[src/rtl/fetch_pkg.sv]
// Shared types and constants for the instruction fetch front-end.
// Holds the PC/instruction widths and the buffered fetch entry.
package fetch_pkg;

    localparam int INSTR_W = 32;
    localparam int PC_W    = 32;

    localparam logic [PC_W-1:0] PC_STEP = 32'd4;

    typedef struct packed {
        logic [PC_W-1:0]    pc;
        logic [INSTR_W-1:0] instr;
    } fetch_entry_t;

endpackage

[src/rtl/fetch_fifo.sv]
// Synchronous FIFO of fetch entries with a flush input.
// Push while full is accepted only when a pop frees a slot the same cycle.
module fetch_fifo
    import fetch_pkg::*;
#(
    parameter int DEPTH = 4
) (
    input  logic                     clk,
    input  logic                     rst_n,
    input  logic                     clear,
    input  logic                     push,
    input  fetch_entry_t             din,
    input  logic                     pop,
    output fetch_entry_t             dout,
    output logic [$clog2(DEPTH):0]   count,
    output logic                     full,
    output logic                     empty
);

    localparam int AW = $clog2(DEPTH);
    localparam int CW = AW + 1;

    fetch_entry_t    mem [DEPTH];
    logic [AW-1:0]   rd_ptr;
    logic [AW-1:0]   wr_ptr;
    logic            do_push;
    logic            do_pop;

    assign empty   = (count == '0);
    assign full    = (count == CW'(DEPTH));
    assign do_pop  = pop && !empty;
    assign do_push = push && (!full || do_pop);
    assign dout    = mem[rd_ptr];

    // pointer and occupancy tracking, flush empties the queue
    always_ff @(posedge clk or negedge rst_n) begin
        if (!rst_n) begin
            rd_ptr <= '0;
            wr_ptr <= '0;
            count  <= '0;
        end else if (clear) begin
            rd_ptr <= '0;
            wr_ptr <= '0;
            count  <= '0;
        end else begin
            if (do_push) wr_ptr <= wr_ptr + AW'(1);
            if (do_pop)  rd_ptr <= rd_ptr + AW'(1);
            count <= count + CW'(do_push) - CW'(do_pop);
        end
    end

    // entry storage
    always_ff @(posedge clk or negedge rst_n) begin
        if (!rst_n) begin
            for (int i = 0; i < DEPTH; i++) mem[i] <= '0;
        end else if (do_push && !clear) begin
            mem[wr_ptr] <= din;
        end
    end

endmodule

[src/rtl/fetch_buffer.sv]
// Fetch front-end: sequential request generator, response buffer, redirect flush.
// Optional FETCH_BUFFER_BYPASS_EN forwards a response straight out when the FIFO is empty.
module fetch_buffer
    import fetch_pkg::*;
#(
    parameter int              DEPTH    = 4,
    parameter logic [PC_W-1:0] RESET_PC = 32'h0000_0000
) (
    input  logic               clk,
    input  logic               rst_n,
    input  logic               redirect_valid,
    input  logic [PC_W-1:0]    redirect_pc,
    output logic               imem_req_valid,
    output logic [PC_W-1:0]    imem_req_addr,
    input  logic               imem_req_ready,
    input  logic               imem_resp_valid,
    input  logic [INSTR_W-1:0] imem_resp_data,
    output logic               out_valid,
    output logic [PC_W-1:0]    out_pc,
    output logic [INSTR_W-1:0] out_instr,
    input  logic               out_ready
);

    localparam int            CW      = $clog2(DEPTH) + 1;
    localparam logic [CW:0]   DEPTH_C = (CW + 1)'(DEPTH);

    logic              run;
    logic [PC_W-1:0]   fetch_pc;
    logic [PC_W-1:0]   resp_pc;
    logic [CW-1:0]     in_flight;
    logic [CW-1:0]     discard;
    logic [CW-1:0]     count;
    logic [CW:0]       credit;
    logic              full;
    logic              empty;
    logic              req_fire;
    logic              resp_fire;
    logic              keep;
    logic              push_want;
    logic              push;
    logic              pop;
    fetch_entry_t      head;
    fetch_entry_t      resp_entry;
    fetch_entry_t      sel;

    // credits cover both buffered and outstanding words so a push never overflows
    assign credit         = {1'b0, in_flight} + {1'b0, count};
    assign imem_req_valid = run && !redirect_valid && (credit < DEPTH_C);
    assign imem_req_addr  = fetch_pc;
    assign req_fire       = imem_req_valid && imem_req_ready;

    // responses with nothing outstanding are stale from before a reset
    assign resp_fire  = imem_resp_valid && (in_flight != '0);
    assign keep       = resp_fire && (discard == '0) && !redirect_valid;
    assign resp_entry = '{pc: resp_pc, instr: imem_resp_data};

`ifdef FETCH_BUFFER_BYPASS_EN
    logic bypass;

    // forward the arriving word when nothing is queued ahead of it
    always_comb begin
        bypass    = keep && empty;
        out_valid = !redirect_valid && (!empty || bypass);
        sel       = empty ? resp_entry : head;
        push_want = keep && !(bypass && out_ready);
    end
`else
    // output strictly from storage
    always_comb begin
        out_valid = !redirect_valid && !empty;
        sel       = head;
        push_want = keep;
    end
`endif

    assign pop       = out_valid && out_ready && !empty;
    assign push      = push_want && (!full || pop);
    assign out_pc    = out_valid ? sel.pc : '0;
    assign out_instr = out_valid ? sel.instr : '0;

    fetch_fifo #(
        .DEPTH (DEPTH)
    ) u_fifo (
        .clk   (clk),
        .rst_n (rst_n),
        .clear (redirect_valid),
        .push  (push),
        .din   (resp_entry),
        .pop   (pop),
        .dout  (head),
        .count (count),
        .full  (full),
        .empty (empty)
    );

    // hold off requests until the first cycle after reset release
    always_ff @(posedge clk or negedge rst_n) begin
        if (!rst_n) run <= 1'b0;
        else        run <= 1'b1;
    end

    // outstanding request count
    always_ff @(posedge clk or negedge rst_n) begin
        if (!rst_n) in_flight <= '0;
        else        in_flight <= in_flight + CW'(req_fire) - CW'(resp_fire);
    end

    // fetch/response PCs and stale-response drop count
    always_ff @(posedge clk or negedge rst_n) begin
        if (!rst_n) begin
            fetch_pc <= RESET_PC;
            resp_pc  <= RESET_PC;
            discard  <= '0;
        end else if (redirect_valid) begin
            fetch_pc <= redirect_pc;
            resp_pc  <= redirect_pc;
            discard  <= in_flight - CW'(resp_fire);
        end else begin
            if (req_fire) fetch_pc <= fetch_pc + PC_STEP;
            if (resp_fire) begin
                if (discard != '0) discard <= discard - CW'(1);
                else               resp_pc <= resp_pc + PC_STEP;
            end
        end
    end

endmodule
[config.mk]
export PLATFORM = sky130hd
export DESIGN_NAME = fetch_buffer
export DESIGN_NICKNAME = d
export VERILOG_FILES = /design/src/rtl/fetch_pkg.sv /design/src/rtl/fetch_fifo.sv /design/src/rtl/fetch_buffer.sv
export SDC_FILE = /design/constraint.sdc
export NUM_CORES = 1
export LEC_CHECK = 0
export CORE_ASPECT_RATIO = 0.9
export CORE_MARGIN = 5
export CORE_UTILIZATION = 40
export CTS_CLUSTER_SIZE = 14
export DETAILED_ROUTE_END_ITERATION = 10
export PLACE_DENSITY = 0.64
export SYNTH_ARGS = -nofsm -noshare
export SYNTH_HDL_FRONTEND = slang
export SYNTH_HIERARCHICAL = 1
export SYNTH_SLANG_ARGS = --single-unit
[constraint.sdc]
create_clock -name clk -period 2.5 [get_ports clk]
set_input_delay 0.5 -clock clk [delete_from_list [all_inputs] [get_ports clk]]
set_output_delay 0.5 -clock clk [all_outputs]
set_load 0.03 [all_outputs]
==> summary.md <==
| Metric | Value |
|---|---|
| Outcome | `finished, violations left` |
| Violated checks | `setup timing` |
| Hold WS | `0.257 ns` |
| Adder-cell share of the synthesized area | `between 1 and 1.5%` |
| Vias in the first global route | `11200` |
| Die width | `~230 µm` |
| Yosys reg bits | `approximately 330` |
| WL/cell | `approximately 21 µm` |
| Slew HR | `52.9%` |
| Post-Layout Inst Area | `about 0.022 mm²` |
| CTS root buffer | `clkbuf_16` |
| First-pass GRT wire length | `65500 µm` |
| HP Class | `primary input to flop` |
| Clock Sinks | `around 330` |
| Gp weighted congestion | `0.778` |
| Antenna violations before repair | `2` |
| CTS H-tree lvls | `2` |
| WP data arrival | `around 2.2 ns` |
| Synth Area in Compound Gates | `under 10%` |
| Simple-gate share of the synthesized area | `8.96%` |
| Power Dens Cells | `about 730 mW/mm²` |
| Clock Latency Late Sink | `around 0.53 ns` |
| Clk slew on worst S/H paths | `0.06 ns` |
| Cell Area, Placed | `0.0200 mm²` |
| DR vias/cell | `around 5.3` |
| Min-Delay Path Depth | `2` |
| Core area | `about 0.043 mm²` |
| Sequential Power Share | `43.1%` |
| Worst-Margin Slew | `around 0.7 ns` |
| Yosys warns | `6` |
| Min Tclk post-route | `approximately 2.7 ns` |
| Port Buf Inserts | `~170` |
| Die area | `about 0.047 mm²` |
| Sw frac | `a little over a quarter` |
| # IOs | `168` |
| CP Data Required Time | `2.00 ns` |
| Startpoint type of the worst setup path | `flop` |
| Worst Path Max Fanout | `7` |
| Final HPWL DP | `27500 µm` |
| RSZ-0062 raised after global routing | `true` |
| Area leader, netlist | `dfrtp_1` |
| Synth async-reset ratio | `between 90% and 100%` |
| DRC viols | `0` |
| Number of fillers in the final layout | `3589` |
| P_int | `around 12 mW` |
| Routed WL | `41300 µm` |
| Placed Cells | `roughly 1900` |
| Fin cells | `approximately 2000` |
| Most numerous cell in the Yosys netlist | `dfrtp_1` |
| Commonest cells post-synth | `dfrtp_1, mux2_4, and2_1` |
| Maximum clock rate | `between 0.3 and 0.4 GHz` |
| Initial DRT Pass Iterations | `4` |
| Clk_skew | `around 0.016 ns` |
| Initial core utilization | `just over 40%` |
| Cell count after synthesis | `1161` |
| Kind of critical path | `flop to primary output` |
| R2R setup slack | `around 0.070 ns` |
| Multiplexer area fraction after synthesis | `a little under a third` |
| Largest family of logic cells by synthesized area | `multiplexers` |
| XOR/XNOR Fraction of Synth Area | `under 10%` |
| Switching power | `~4.2 mW` |
| Worst vdd ir | `between 400 and 500 µV` |
| Synth Net Count | `approximately 1200` |
| Max Cap Violations | `0` |
| Pins Over Slew Limit | `0` |
| Die Y | `207 µm` |
| GRT Overall Usage | `between 15 and 20%` |
| Comb pwr share | `between 20% and 30%` |
| Synth cell types | `55` |
| DRT iter0 DRCs | `~560` |
| Largest net degree at the start of global routing | `slightly below 80` |
| CTS tree | `done` |
| CTS Buffer Depth | `3` |
| Post-route setup slack | `-0.171 ns` |
| Number of flops mapped to enable cells by yosys | `0` |
| Num rows | `roughly 70` |
| # setup viols final | `64` |
| Final nets | `~1500` |
| Post-synth top flop | `dfrtp_1` |
| Mapped Area | `roughly 0.017 mm²` |
| R2R cell count | `10` |
| Lkg Pwr | `about 9.6 nW` |
| Layout cells sized above 1 | `between 40% and 50%` |
| Detailed-route via count | `a little over 10000` |
| Post-Syn Area per Cell | `approximately 15 µm²` |
| ANT cells | `0` |
| Sequential cell area fraction in the yosys report | `between 40% and 50%` |
| Layout Area Growth over Synthesis | `27.4%` |
| Overflow after GRT | `0` |
| TritonCTS Buffers | `38` |
| Area contributors post-synth | `dfrtp_1, mux2_4, mux4_2, buf_12, and2_1` |
| Fin crit share | `107%` |
| CP endpoint kind | `primary output` |
| Post-synth top area share | `slightly below 50%` |
| Clock Power Share | `35.0%` |
| Final Hold Fails | `0` |
| Post-route ant nets | `0` |
==> metrics by stage <==
step | total power [mW] | util [%] | TNS (ns) | worst slack [ns]
finish | 15.9 | 51.2 | -4.66 | -0.171
global route | 16.6 | 51.2 | -8.72 | -0.226
CTS | 16.0 | 50.9 | -8.06 | -0.216
detailed placement | 10.3 | 46.8 | -37.05 | -0.292
global placement | 10.2 | 46.8 | -27.88 | -0.230
floorplan | 9.05 | - | 0 | 0.0151
==> worst max-delay path, cell delays in order, from the launching register on <==
cell	delay, ns
dfrtp_4	0.44
buf_12	0.16
buf_16	0.15
mux4_2	0.57
and2_4	0.18
buf_12	0.13
==> state kept, by name (all words and copies together) (netlist names) <==
name	count
u_fifo/count	3
imem_req_addr	32
resp_pc	32
u_fifo/wr_ptr	2
run	1
u_fifo/mem	256
in_flight	3
discard	3
u_fifo/rd_ptr	2
==> area by class of cell <==
cell class                      instances  area, µm²  area share [%]
Sequential cell                       334       8370            38.2
Multi-Input combinational cell        733       8280            37.9
Timing Repair Buffer                  264       3210            14.7
Clock buffer                           58       1180            5.39
Tap cell                              555        694            3.17
Inverter                               21       81.3           0.372
Clock inverter                          7       66.3           0.303
==> placed cells by master (no fill, tap or decap), types with 5 or more instances in the layout <==
cell and instances:
dfrtp_1 330, mux2_4 240, clkdlybuf4s50_1 99, and2_4 64
mux4_2 64, buf_4 53, nand2_1 50, buf_12 50
buf_6 48, clkbuf_16 42, o21ai_0 37, xor2_1 30
nand3_1 28, nand4_1 27, mux2_2 21, nor2_1 19
o211ai_1 17, inv_1 16, xnor2_1 11, and3_1 10
ha_1 10, o311ai_0 9, clkbuf_8 9, clkbuf_1 8
and2_1 7, and4_1 6, nand2b_1 6, a21boi_0 6
buf_16 5
==> what timing repair did <==
action                                  CTS  global route
setup buffers                             5             6
gates resized for setup                 130            35
hold endpoints to repair                  1             0
pin swaps                                 1            11
endpoints found under the setup margin   64           168
gates cloned                              4             1
hold buffers                              1             0
==> worst paths after layout <==
path | from | endpoint
max | u_fifo/rd_ptr[0] | out_pc[31]
min | redirect_valid | u_fifo/rd_ptr[0]
max reg2reg | u_fifo/count[2] | u_fifo/count[1]
min reg2reg | u_fifo/mem[159] | u_fifo/mem[159]
max in group asynchronous | rst_n | imem_req_addr[30]
min in group asynchronous | rst_n | u_fifo/mem[26]
==> power groups by stage <==
stage	logic (mW)	clock network [mW]	registers (mW)
CTS	3.46	5.73	6.84
detailed placement	3.36	0	6.90
global placement	3.28	0	6.89
floorplan	2.23	0	6.83
finish	3.49	5.57	6.86
global route	3.76	5.92	6.96
==> logic make-up (layout without fill, tap and decap cells) <==
logic type | count (synthesis) | count (layout)
AOI/OAI and AO/OA | 87 | 87
adders and majority gates | 17 | 17
DFF | 334 | 334
and+or+nand+nor | 258 | 258
muxes | 328 | 328
other | 1 | 1
buffers and inverters | 94 | 350
xor gates and xnor gates | 42 | 42
==> per-layer routing <==
layer  up-vias  share of wire, %  track usage, %
li1       4682                 -               -
met2       234                47            27.3
met5         -             0.068               0
met1      5400                47            25.0
met3        47               4.6            3.54
met4         4               1.4            3.50
Power figures use the tool's default switching activity.
